### src/rtl/alu_subtractor_seq_if.sv
// Handshake bundle for the multi-cycle subtractor: operand channel in, result channel out.
interface alu_subtractor_seq_if #(
  parameter int WIDTH = 64
);
  logic             in_valid;
  logic             in_ready;
  logic [WIDTH-1:0] a;
  logic [WIDTH-1:0] b;
  logic             out_valid;
  logic             out_ready;
  logic [WIDTH-1:0] diff;
  logic             borrow;
  logic             overflow;
  logic             zero;

  // Execute-stage side: offers operands, consumes results
  modport master (
    output in_valid,
    output a,
    output b,
    output out_ready,
    input  in_ready,
    input  out_valid,
    input  diff,
    input  borrow,
    input  overflow,
    input  zero
  );

  // Subtractor side: accepts operands, produces results
  modport slave (
    input  in_valid,
    input  a,
    input  b,
    input  out_ready,
    output in_ready,
    output out_valid,
    output diff,
    output borrow,
    output overflow,
    output zero
  );
endinterface

### src/rtl/alu_subtractor_seq.sv
// Multi-cycle two's-complement subtractor: diff = a - b computed as a + ~b + 1,
// CHUNK bits per cycle, so the long carry chain is split over WIDTH/CHUNK cycles.
// Operands are taken in IDLE, chunks are summed in RUN, and the result with its
// borrow/overflow/zero flags is held in DONE until the consumer takes it.
module alu_subtractor_seq #(
  parameter int WIDTH = 64,
  parameter int CHUNK = 8
) (
  input logic                 clk,
  input logic                 reset,
  alu_subtractor_seq_if.slave bus
);

  localparam int N  = WIDTH / CHUNK;
  localparam int CW = (N > 1) ? $clog2(N) : 1;
  localparam logic [CW-1:0] LAST = CW'(N - 1);

  typedef enum logic [1:0] {
    IDLE = 2'd0,
    RUN  = 2'd1,
    DONE = 2'd2
  } state_t;

  state_t state;
  state_t state_next;

  logic [WIDTH-1:0] a_reg;
  logic [WIDTH-1:0] nb_reg;
  logic [WIDTH-1:0] diff_reg;
  logic [WIDTH-1:0] diff_next;
  logic             carry;
  logic [CW-1:0]    count;
  logic             borrow_reg;
  logic             overflow_reg;
  logic             zero_reg;

  logic             in_ready_c;
  logic             out_valid_c;
  logic             accept;
  logic             last_chunk;

  int               base;
  logic [CHUNK-1:0] a_chunk;
  logic [CHUNK-1:0] nb_chunk;
  logic [CHUNK-1:0] s_chunk;
  logic [CHUNK:0]   chunk_sum;
  logic             c_out;
  logic             c_in_msb;

  // State register; reset drops any operation in flight back to IDLE
  always_ff @(posedge clk or posedge reset) begin
    if (reset) begin
      state <= IDLE;
    end else begin
      state <= state_next;
    end
  end

  // Next-state and handshake outputs; in_ready is held low while reset is asserted
  always_comb begin
    state_next  = state;
    in_ready_c  = 1'b0;
    out_valid_c = 1'b0;
    last_chunk  = 1'b0;
    case (state)
      IDLE: begin
        in_ready_c = ~reset;
        if (bus.in_valid && !reset) begin
          state_next = RUN;
        end
      end
      RUN: begin
        if (count == LAST) begin
          last_chunk = 1'b1;
          state_next = DONE;
        end
      end
      DONE: begin
        out_valid_c = 1'b1;
        if (bus.out_ready) begin
          state_next = IDLE;
        end
      end
      default: begin
        state_next = IDLE;
      end
    endcase
  end

  assign accept = in_ready_c & bus.in_valid;

  // One chunk of a + ~b + carry; the MSB carry-in is recovered from the sum bit
  always_comb begin
    base      = int'(count) * CHUNK;
    a_chunk   = a_reg[base +: CHUNK];
    nb_chunk  = nb_reg[base +: CHUNK];
    chunk_sum = {1'b0, a_chunk} + {1'b0, nb_chunk} + {{CHUNK{1'b0}}, carry};
    s_chunk   = chunk_sum[CHUNK-1:0];
    c_out     = chunk_sum[CHUNK];
    c_in_msb  = a_chunk[CHUNK-1] ^ nb_chunk[CHUNK-1] ^ s_chunk[CHUNK-1];
    diff_next = diff_reg;
    diff_next[base +: CHUNK] = s_chunk;
  end

  // Operand capture on accept, then chunk-by-chunk accumulation of diff and carry
  always_ff @(posedge clk or posedge reset) begin
    if (reset) begin
      a_reg    <= '0;
      nb_reg   <= '0;
      diff_reg <= '0;
      carry    <= 1'b0;
      count    <= '0;
    end else if (accept) begin
      a_reg  <= bus.a;
      nb_reg <= ~bus.b;
      carry  <= 1'b1;
      count  <= '0;
    end else if (state == RUN) begin
      diff_reg <= diff_next;
      carry    <= c_out;
      count    <= last_chunk ? '0 : count + CW'(1);
    end
  end

  // Flags are registered only on entry to DONE and otherwise keep their last values
  always_ff @(posedge clk or posedge reset) begin
    if (reset) begin
      borrow_reg   <= 1'b0;
      overflow_reg <= 1'b0;
      zero_reg     <= 1'b0;
    end else if (state == RUN && last_chunk) begin
      borrow_reg   <= ~c_out;
      overflow_reg <= c_in_msb ^ c_out;
      zero_reg     <= (diff_next == '0);
    end
  end

  assign bus.in_ready  = in_ready_c;
  assign bus.out_valid = out_valid_c;
  assign bus.diff      = diff_reg;
  assign bus.borrow    = borrow_reg;
  assign bus.overflow  = overflow_reg;
  assign bus.zero      = zero_reg;

endmodule
### src/flat_wrapper.sv
// flat-port wrapper written by rule: the top's interface ports become plain ports
module alu_subtractor_seq_flat 
#(
  parameter int WIDTH = 64,
  parameter int CHUNK = 8
)
  (clk, reset, bus_in_valid, bus_a, bus_b, bus_out_ready, bus_in_ready, bus_out_valid, bus_diff, bus_borrow, bus_overflow, bus_zero);
  alu_subtractor_seq_if #(.WIDTH(WIDTH)) bus_i ();
  input logic clk;
  input logic reset;
  input wire logic [$bits(bus_i.in_valid)-1:0] bus_in_valid;
  input wire logic [$bits(bus_i.a)-1:0] bus_a;
  input wire logic [$bits(bus_i.b)-1:0] bus_b;
  input wire logic [$bits(bus_i.out_ready)-1:0] bus_out_ready;
  output wire logic [$bits(bus_i.in_ready)-1:0] bus_in_ready;
  output wire logic [$bits(bus_i.out_valid)-1:0] bus_out_valid;
  output wire logic [$bits(bus_i.diff)-1:0] bus_diff;
  output wire logic [$bits(bus_i.borrow)-1:0] bus_borrow;
  output wire logic [$bits(bus_i.overflow)-1:0] bus_overflow;
  output wire logic [$bits(bus_i.zero)-1:0] bus_zero;
  assign bus_i.in_valid = bus_in_valid;
  assign bus_i.a = bus_a;
  assign bus_i.b = bus_b;
  assign bus_i.out_ready = bus_out_ready;
  assign bus_in_ready = bus_i.in_ready;
  assign bus_out_valid = bus_i.out_valid;
  assign bus_diff = bus_i.diff;
  assign bus_borrow = bus_i.borrow;
  assign bus_overflow = bus_i.overflow;
  assign bus_zero = bus_i.zero;
  alu_subtractor_seq #(.WIDTH(WIDTH), .CHUNK(CHUNK)) u_core (.clk(clk), .reset(reset), .bus(bus_i));
endmodule
### config.mk
export PLATFORM = sky130hd
export DESIGN_NAME = alu_subtractor_seq_flat
export DESIGN_NICKNAME = d
export VERILOG_FILES = /design/src/rtl/alu_subtractor_seq_if.sv /design/src/rtl/alu_subtractor_seq.sv /design/src/flat_wrapper.sv
export SDC_FILE = /design/constraint.sdc
export NUM_CORES = 1
export LEC_CHECK = 0
export ABC_AREA = 1
export ABC_CLOCK_PERIOD_IN_PS = 13800
export BUFFER_PORTS_ARGS = -buffer_cell sky130_fd_sc_hd__buf_2
export CAP_MARGIN = 20
export CELL_PAD_IN_SITES_DETAIL_PLACEMENT = 1
export CELL_PAD_IN_SITES_GLOBAL_PLACEMENT = 1
export CORE_UTILIZATION = 45
export CTS_BUF_LIST = sky130_fd_sc_hd__clkbuf_8
export CTS_CLUSTER_DIAMETER = 100
export DETAILED_ROUTE_END_ITERATION = 10
export PLACE_DENSITY_LB_ADDON = 0.1
export SYNTH_ARGS = -nofsm -noshare
export SYNTH_HDL_FRONTEND = slang
export SYNTH_SLANG_ARGS = --single-unit
### constraint.sdc
create_clock -name clk -period 13.8 [get_ports clk]
set_input_delay 3.45 -clock clk [delete_from_list [all_inputs] [get_ports clk]]
set_output_delay 3.45 -clock clk [all_outputs]
set_load 0.01 [all_outputs]
# --- After elaboration in Yosys (flattened, before gate mapping) ---
# Cells that the tools add are included.
op_classes:
  addsub: 4
  eq_ne: 6
  n_shift: 4
  muxes: 14
  bitwise: 8
  n_reduce_logical: 8
op_table:
  columns: ["cell", "n"]
  rows:
  - ["indexed part select 64 x 7 -> 8 bit", 2]
  - ["bitwise mux 64 bit", 1]
  - ["logical NOT 64 bit", 1]
  - ["inverter 64 bit", 1]
  - ["variable shift 8 x 33 -> 64 bit (first input constant)", 1]
  - ["indexed part select 8 x 33 -> 64 bit", 1]
  - ["negation 6 -> 33 bit", 1]
  - ["adder 8 x 8 -> 9 bit", 1]
  - ["adder 9 x 1 -> 9 bit", 1]
  - ["2-to-1 mux 3 bit", 3]
  - ["2-to-1 mux 1 bit", 6]
  - ["2-to-1 mux 2 bit", 3]
  - ["one-hot mux 2 bit (3 select lines)", 1]
  - ["!= test 2 x 1 -> 1 bit (second input constant)", 2]
  - ["adder 3 x 1 -> 3 bit (second input constant)", 1]
  - ["equality test 3 bit (second input constant)", 1]
  - ["inverter 1 bit", 3]
  - ["AND reduction 3 bit", 1]
  - ["bitwise XOR 1 bit", 3]
  - ["equality test 2 x 1 -> 1 bit (second input constant)", 1]
  - ["equality test 2 bit (second input constant)", 1]
  - ["logical AND 1 bit", 2]
  - ["logical NOT 2 bit", 1]
  - ["!= test 2 bit (second input constant)", 1]
  - ["4 further kinds", 4]
word_totals:
  regBits: 201
  inputBits: 132
  output_inout_bits: 69

# --- Depth between registers and ports, before layout ---
# Gate-level depths: netlist (run 1).
depth:
  depth_word: 6
  depth_mapped: 26
  ltp_nobuf: 24

# --- Worst setup path after synthesis (run 1) ---
# Ideal clock, no wire load.
synth_timing:
  path_type: "input-to-output"
  start: "in reset"
  end: "out bus_in_ready"
  arrival_time_ns: 3.755
  slack_ns: 6.595
  path_stages: 1
  path_cell_list: "nor3_1"
synth_between:
  elab_chain_cells: 2
synth_rtl:
  columns: ["element", "line_no", "text"]
  rows:
  - ["start, declared", "flat_wrapper.sv:10", "input logic reset;"]
  - ["inverter 1 bit", "alu_subtractor_seq.sv:67", "in_ready_c = ~reset;"]
  - ["2-to-1 mux 1 bit", "alu_subtractor_seq.sv:65", "case (state)"]
  - ["end, declared", "flat_wrapper.sv:15", "output wire logic [$bits(bus_i.in_ready)-1:0] bus_in_ready;"]
# No other way between the ends.

# --- Final worst setup path (run 1) ---
# Same ends and word-level chain as after synthesis.

==> results.ini, run 1 <==
[sta]
maxSlewViolCount=0
layout_min_cycle_time_ns=7.57
fin_skew_ns=0.0202
clock.fmax_mhz=132
rsz0062_at_grt=false
timing.final.crit_share=0.549
finalSetupTns_ns=0
hold_viol=0
slew_headroom=0.360
worst_slew_pin_slew_ns=0.960
setup_violations=0

[min_path]
hold_depth=2
hold_end=u_core.nb_reg[41]$_DFFE_PP0P_
min_from=u_core.nb_reg[41]$_DFFE_PP0P_
hp-class=reg2reg

[setup_path]
startpoint_type=input port
reg2reg_to=u_core.bus.zero$_DFFE_PP0P_
path_max_fanout=2
required_ns=10.35
reg2reg_from=u_core.count[0]$_DFFE_PP0P_
r2r_slack_ns=8.89
arrival_ns=4.12
ff2ff_path_depth=23
critical_path_class=in2out
cp-end-kind=output port

[clock_tree]
clkLatencyLatePin_ns=0.54
clock_path_buffers=3
cts_made_buffers=37
tritoncts=yes
cts-resized-gates=0
cts_hold_buf=0
htreeDepth=2
cts.sinks=201
root_buffer=clkbuf_8
clkTransAtPathRegs_ns=0.06
postCtsSetupRepairBufs=0

[routing]
firstDrtPassIters=5
ant_nets=0
wl_per_cell_um=18.7
vias_per_cell=5.44
num_vias=9299
drc=0
wl_mm=31.9
drt_iter0_drc=419

[placed_design]
dpl-instance-area_mm2=0.0112
port_buffers=200
place_congestion=0.840
hpwl_mm=22.5

[yosys]
ys.flop_type=dfrtp_1
yosysUniqueCellTypes=33
synth_fp_nets=1373
syn_area_mm2=0.0100
synthArstFlopShare=1.00
synth.most_common_cell=nand2_1
yosysTopAreaCellShare=0.501
synthTopCellsByCount=nand2_1, dfrtp_1, o21ai_0
yosysTopAreaCell=dfrtp_1
synthesis.yosys.warnings=0
syn_area_per_cell_um2=8.17
syn_inst=1228
synth_edf_count=0
seq_area_frac_synth=0.501
yosys-top-cells-area=dfrtp_1, nand2_1, o21ai_0, nor2_1, mux2_2
ys_seq_elements=201

[power_and_ir_drop]
power_leakage_uw=0.00591
peakVddDrop_uv=118
p_per_area_mw_per_mm2=308

[layout]
syn_to_final_growth_pct=18.2
num-nets-final=1554
n_fill_cell=2748
design_area_mm2=0.0119
seqCellArea_mm2=0.00503
drive_gt1_frac=0.236
utilization=0.543
multi_input_area_mm2=0.00446

[floorplanning]
dieHeight_um=151
initial_core_util=0.460
core.rowCount=54
dieArea_mm2=0.0229
top_level_ports=201
coreArea_mm2=0.0218
die-width_um=151

[outcome]
status=complete, no violations

[grt]
grt.total_usage=0.288
grt_pass1_vias=9417
antenna_found_initial=4
overflow=0
grt_max_degree=127
grt_first_pass_wirelength_mm=50.4

[flow_run]
drv_cap=0

==> critical path, stage by stage <==
cell and delay [ns]:
buf_2 0.13, nor3_1 0.32, buf_2 0.21
==> worst max path at each step <==
stage	endpoint	cells after the start	startpoint
after floorplan	u_core.a_reg[0]$_DFFE_PP0P_	1	reset
after global placement	bus_in_ready	3	reset
after detailed placement	bus_in_ready	3	reset
after CTS	bus_in_ready	3	reset
after global routing	bus_in_ready	3	reset
final	bus_in_ready	3	reset
==> per-layer routing <==
layer | track usage | routed length (µm) | part of all wire
met1 | 0.358 | 13400 | 0.42
met2 | 0.492 | 15800 | 0.49
met3 | 0.0518 | 1580 | 0.049
met4 | 0.121 | 1210 | 0.038
met5 | 0 | 0 | 0
==> placed cells by master (no fill, tap or decap), types with 5 or more instances in the layout <==
cell	instances
a31oi_1	38
dfrtp_1	200
o21ai_0	174
nand4_1	11
buf_2	200
nor2_1	156
o22ai_1	18
nand3_1	48
inv_1	71
o21ai_1	8
o211ai_1	7
ha_1	11
inv_2	9
mux2_2	50
buf_4	8
clkbuf_8	44
nand2_1	311
nand2_2	5
a21oi_1	27
==> report_power, final <==
part | total, µW | switching [µW] | internal (µW)
registers | 1070 | 193 | 873
logic | 2060 | 1420 | 642
clock network | 532 | 248 | 284
==> stage by stage <==
stage	hold slack, ns	setup slack [ns]	std cells	power (µW)
4_1_cts	0.483	6.22	1705	3680
6_report	0.483	6.23	1709	3660
2_1_floorplan	0.448	4.87	1228	2410
3_3_place_gp	0.460	6.26	1650	3040
5_1_grt	0.503	6.17	1707	3970
3_5_place_dp	0.468	6.21	1650	3120
==> final cells by class <==
type	instances	share of cell area
diodes	4	0.000844
clock inverters	11	0.00422
well taps	280	0.0295
clock buffers	44	0.0511
repair buffers	208	0.0895
flip-flops and latches	201	0.424
inverters	74	0.0243
multi-input cells	887	0.376
==> cells by family after synthesis <==
group / after synthesis / share of synthesized area
XOR/XNOR: 1 / 0.000873
buffers and inverters: 140 / 0.0548
flip-flops: 201 / 0.501
adder cells (fa/ha/maj): 13 / 0.0177
multiplexers: 50 / 0.0561
AND/OR/NAND/NOR: 547 / 0.221
AO/OA/AOI/OAI: 276 / 0.148
Power figures use the tool's default switching activity.
==> inputs of run 2 (changes only) <==
ABC_AREA = 0   (was 1)
ABC_CLOCK_PERIOD_IN_PS = 7200   (was 13800)
CORE_UTILIZATION = 43   (was 45)
clock period = 7.2 ns   (was 13.8 ns; I/O delays follow)
==> run 2 against run 1 <==
  * Sequential cell count stayed put
  * Final area down 6.2%
  * Wire length fell by 18%
  * Highest routed layer unchanged
  * Die area fell by 4.6%
  * Hold slack worse by 0.010 ns
  * Cell count is 16% lower
  * Critical path depth is 11 higher
  * Largest power group unchanged
  * Combinational power increased by 50%
  * Critical endpoint is now u_core.bus.zero$_DFFE_PP0P_
==> results.ini, run 2 <==
[yosys]
synth_fp_nets=1086
syn_area_mm2=0.00914
synthTopCellsByCount=nand2_1, dfrtp_1, o21ai_0
yosysUniqueCellTypes=57
synthesis.yosys.warnings=0
syn_area_per_cell_um2=9.71
synthArstFlopShare=1.00
seq_area_frac_synth=0.550
yosysTopAreaCellShare=0.550
yosysTopAreaCell=dfrtp_1
ys.flop_type=dfrtp_1
ys_seq_elements=201
synth_edf_count=0
yosys-top-cells-area=dfrtp_1, nand2_1, mux4_2, o21ai_0, clkbuf_1
syn_inst=941
synth.most_common_cell=nand2_1

[sta]
finalSetupTns_ns=0
worst_slew_pin_slew_ns=1.02
maxSlewViolCount=0
clock.fmax_mhz=218
slew_headroom=0.319
fin_skew_ns=0.0165
rsz0062_at_grt=false
layout_setup_ws_ns=2.62
hold_viol=0
layout_min_cycle_time_ns=4.58
setup_violations=0
timing.final.crit_share=0.636

[layout]
drive_gt1_frac=0.278
layout_common_cells=nand2_1, buf_2, dfrtp_1, o21ai_0, clkbuf_8
multi_input_area_mm2=0.00385
design_area_mm2=0.0111
antenna_cells=0
syn_to_final_growth_pct=21.6
utilization=0.541
num-nets-final=1277
final_common_cell=nand2_1
n_fill_cell=2429
seqCellArea_mm2=0.00503

[routing]
wl_mm=26.1
drt_iter0_drc=412
vias_per_cell=5.21
drc=0
ant_nets=0
num_vias=7462
wl_per_cell_um=18.3
firstDrtPassIters=4

[power_and_ir_drop]
clkPwrFrac=0.178
power.total_uw=6280
p_per_area_mw_per_mm2=564
p_sw_uw=2820
peakVddDrop_uv=320
p_int_uw=3460
combinationalPowerShare=0.490
power_leakage_uw=0.00568
p_sw_frac=0.449
p_seq_frac=0.332

[clock_tree]
clock_path_buffers=3
tritoncts=yes
cts_made_buffers=37
cts_hold_buf=0
clkLatencyLatePin_ns=0.52
postCtsSetupRepairBufs=0
clkTransAtPathRegs_ns=0.06
cts-resized-gates=0
cts.sinks=201
htreeDepth=2
root_buffer=clkbuf_8

[floorplanning]
initial_core_util=0.445
dieHeight_um=148
die-width_um=148
top_level_ports=201
coreArea_mm2=0.0206
core.rowCount=52
dieArea_mm2=0.0218

[placed_design]
pre_cts_ws_ns=2.61
dpl-instance-area_mm2=0.0103
hpwl_mm=18.5
place_congestion=0.824
port_buffers=200

[grt]
overflow=0
grt_max_degree=148
grt_pass1_vias=7980
grt_first_pass_wirelength_mm=42.9
antenna_found_initial=0
grt.total_usage=0.253

[outcome]
status=complete, no violations

[setup_path]
startpoint_type=flop
arrival_ns=5.01
cp-end-kind=flop
required_ns=7.63
path_max_fanout=17
critical_path_class=reg2reg

[flow_run]
drv_cap=0

[min_path]
hp-class=reg2reg

run 2: layout make-up:
| class | instances | area share |
|---|---|---|
| tap | 270 | 0.0304 |
| timing repair buffer | 208 | 0.0966 |
| inverter | 11 | 0.00405 |
| clock buffer | 48 | 0.0594 |
| multi-input combinational | 673 | 0.347 |
| clock inverter | 20 | 0.0104 |
| sequential | 201 | 0.453 |
run 2: routing by layer:
layer  up-vias  wire, µm  GRT usage  share of wire
met5         -         0          0              0
li1       3558         -          -              -
met4         0       446     0.0706          0.017
met3        37      1090     0.0392          0.042
met2       193     12600      0.418           0.48
met1      3674     12000      0.347           0.46
run 2: logic make-up (layout without fill, tap and decap cells):
group / Yosys count / count (layout) / synth area share
buffers and inverters: 67 / 287 / 0.0290
DFF: 201 / 201 / 0.550
adders and majority gates: 13 / 13 / 0.0194
muxes: 46 / 46 / 0.0960
xor gates and xnor gates: 7 / 7 / 0.00671
AOI/OAI and AO/OA: 156 / 156 / 0.0957
and+or+nand+nor: 451 / 451 / 0.203
run 2: path summary, 6_finish.rpt:
path,from,to,slack (ns),cells after the start
worst max-delay path,u_core.count[0]$_DFFE_PP0P_,u_core.bus.zero$_DFFE_PP0P_,2.62,14
worst min-delay path,u_core.a_reg[49]$_DFFE_PP0P_,u_core.a_reg[49]$_DFFE_PP0P_,0.47,2
worst max register to register,u_core.count[0]$_DFFE_PP0P_,u_core.bus.zero$_DFFE_PP0P_,2.62,14
worst min register to register,u_core.a_reg[49]$_DFFE_PP0P_,u_core.a_reg[49]$_DFFE_PP0P_,0.47,2
max in group asynchronous,reset,u_core.nb_reg[47]$_DFFE_PP0P_,4.42,4
min in group asynchronous,reset,u_core.a_reg[35]$_DFFE_PP0P_,1.50,3
run 2: through the flow:
stage / instances / hold WS, ns
6_report: 1431 / 0.473
5_1_grt: 1431 / 0.491
4_1_cts: 1431 / 0.478
3_5_place_dp: 1363 / 0.463
3_3_place_gp: 1363 / 0.452
2_1_floorplan: 941 / 0.440
run 2: power groups by stage:
stage	logic, µW	clock network (µW)	registers [µW]
floorplan	2020	0	1970
global placement	3000	0	2080
detailed placement	3100	0	2100
CTS	3110	1140	2090
global route	3430	1190	2160
finish	3080	1110	2080
run 2: critical path: stages, from the launching register on:
cell       delay [ns]
dfrtp_2          0.63
buf_4            0.42
mux4_2           0.56
nand2_1          0.08
nand2_1          0.09
fa_1             0.43
inv_1            0.09
fa_1             0.27
xor2_1           0.71
nand2_1          0.20
a221oi_2         0.29
nand3_1          0.11
nor4_2           0.26
o2111ai_1        0.15
o31ai_2          0.19
==> inputs of run 3 (changes only) <==
ABC_CLOCK_PERIOD_IN_PS = 4550   (was 7200)
clock period = 4.55 ns   (was 7.2 ns; I/O delays follow)
==> run 3 against run 2 <==
  * Total power up 59%
  * Largest power group unchanged
  * Combinational power up 62%
  * Highest routed layer unchanged
  * Global-route usage down 0.15 points
  * Clock power up 53%
  * Critical path depth down 3
==> results.ini, run 3 (same netlist as run 2, synthesis figures left out) <==
[routing]
ant_nets=0
firstDrtPassIters=4
wl_mm=26.3
drc=0
vias_per_cell=5.28
wl_per_cell_um=18.4
num_vias=7554
drt_iter0_drc=375

[floorplanning]
initial_core_util=0.445
coreArea_mm2=0.0206
die-width_um=148
top_level_ports=201
dieArea_mm2=0.0218
dieHeight_um=148
core.rowCount=52

[placed_design]
hpwl_mm=18.9
dpl-instance-area_mm2=0.0104
place_congestion=0.855
port_buffers=200
placed_cells=1372

[power_and_ir_drop]
p_sw_frac=0.447
clkPwrFrac=0.170
combinationalPowerShare=0.500
peakVddDrop_uv=459
power.total_uw=9970
power_leakage_uw=0.00569
p_int_uw=5520
p_seq_frac=0.330
p_sw_uw=4450
p_per_area_mw_per_mm2=897

[grt]
grt_first_pass_wirelength_mm=42.4
overflow=0
grt_max_degree=195
grt.total_usage=0.251
grt_pass1_vias=7960
antenna_found_initial=0

[layout]
num-nets-final=1286
fin_cells=1430
final_common_cell=nand2_1
drive_gt1_frac=0.279
syn_to_final_growth_pct=21.6
layout_common_cells=nand2_1, buf_2, dfrtp_1, o21ai_0, clkbuf_8
design_area_mm2=0.0111
antenna_cells=0

[sta]
finalSetupTns_ns=0
maxSlewViolCount=0
hold_viol=0
clock.fmax_mhz=250
worst_slew_pin_slew_ns=0.978
setup_violations=0
timing.final.crit_share=0.881
fin_skew_ns=0.0145
slew_headroom=0.339
layout_min_cycle_time_ns=4.01
rsz0062_at_grt=false

[clock_tree]
cts.sinks=201
postCtsSetupRepairBufs=0
tritoncts=yes
cts-resized-gates=0
cts_made_buffers=37
clock_path_buffers=3
htreeDepth=2
cts_hold_buf=0
clkTransAtPathRegs_ns=0.06
root_buffer=clkbuf_8
clkLatencyLatePin_ns=0.53

[flow_run]
drv_cap=0

[min_path]
hp-class=reg2reg
hold_depth=2
hold_end=u_core.a_reg[40]$_DFFE_PP0P_
min_from=u_core.a_reg[40]$_DFFE_PP0P_

[setup_path]
startpoint_type=flop
r2r_slack_ns=0.54
ff2ff_path_depth=11
reg2reg_from=u_core.count[0]$_DFFE_PP0P_
path_max_fanout=13
required_ns=4.91
cp-end-kind=flop
reg2reg_to=u_core.bus.diff[21]$_DFFE_PP0P_
critical_path_class=reg2reg
arrival_ns=4.37

[outcome]
status=complete, no violations

## run 3: changes by cell type in the layout (fill, tap and decap cells not counted)
cell / delta
clkbuf_8: -5
inv_1: -2
clkinv_2: -3
bufinv_16: +1
buf_4: +9
clkinvlp_4: -1
## run 3: critical path, cell delays in order, from the launching register on
cell and delay (ns):
dfrtp_2 0.63, buf_4 0.32, mux4_2 0.53, nand2_1 0.09
and2_1 0.21, inv_1 0.06, ha_1 0.27, a211oi_1 0.29
o21bai_1 0.16, a21oi_1 0.27, xor2_1 0.76, o21ai_0 0.24
## run 3: layer usage
layer  up-vias  track usage  wire, µm  share of wire
li1       3573            -         -              -
met5         -            0         0              0
met2       184        0.408     12500           0.47
met4         0       0.0804       541          0.021
met1      3762        0.347     12200           0.46
met3        35       0.0404      1080          0.041
## run 3: area by class of cell
cell class	instances	area, µm²
sequential	201	5030
fill	2433	9440
inverter	11	45.0
multi-input combinational	673	3850
timing repair buffer	217	1140
tap	270	338
clock buffer	43	592
clock inverter	15	115
## run 3: worst max-delay path by stage
stage / start / end / depth (start not counted)
finish: u_core.count[0]$_DFFE_PP0P_ / u_core.bus.diff[21]$_DFFE_PP0P_ / 11
global route: u_core.count[0]$_DFFE_PP0P_ / u_core.bus.diff[13]$_DFFE_PP0P_ / 11
CTS: u_core.count[0]$_DFFE_PP0P_ / u_core.bus.diff[13]$_DFFE_PP0P_ / 11
detailed placement: u_core.count[0]$_DFFE_PP0P_ / u_core.bus.diff[21]$_DFFE_PP0P_ / 11
global placement: u_core.count[0]$_DFFE_PP0P_ / u_core.bus.diff[37]$_DFFE_PP0P_ / 11
floorplan: u_core.count[0]$_DFFE_PP0P_ / u_core.bus.zero$_DFFE_PP0P_ / 17
## run 3: through the flow
stage / setup WS, ns / hold WS (ns) / utilization
2_1_floorplan: 0.670 / 0.440 / -
3_3_place_gp: 0.701 / 0.454 / 0.506
3_5_place_dp: 0.387 / 0.464 / 0.506
4_1_cts: 0.371 / 0.477 / 0.541
5_1_grt: 0.212 / 0.504 / 0.541
6_report: 0.542 / 0.472 / 0.541
## run 3: power groups by stage
stage	logic (µW)	registers, µW	clock network [µW]
global route	5530	3390	1810
detailed placement	5010	3300	0
floorplan	3200	3120	0
global placement	4810	3280	0
finish	4990	3290	1700
CTS	5030	3290	1730
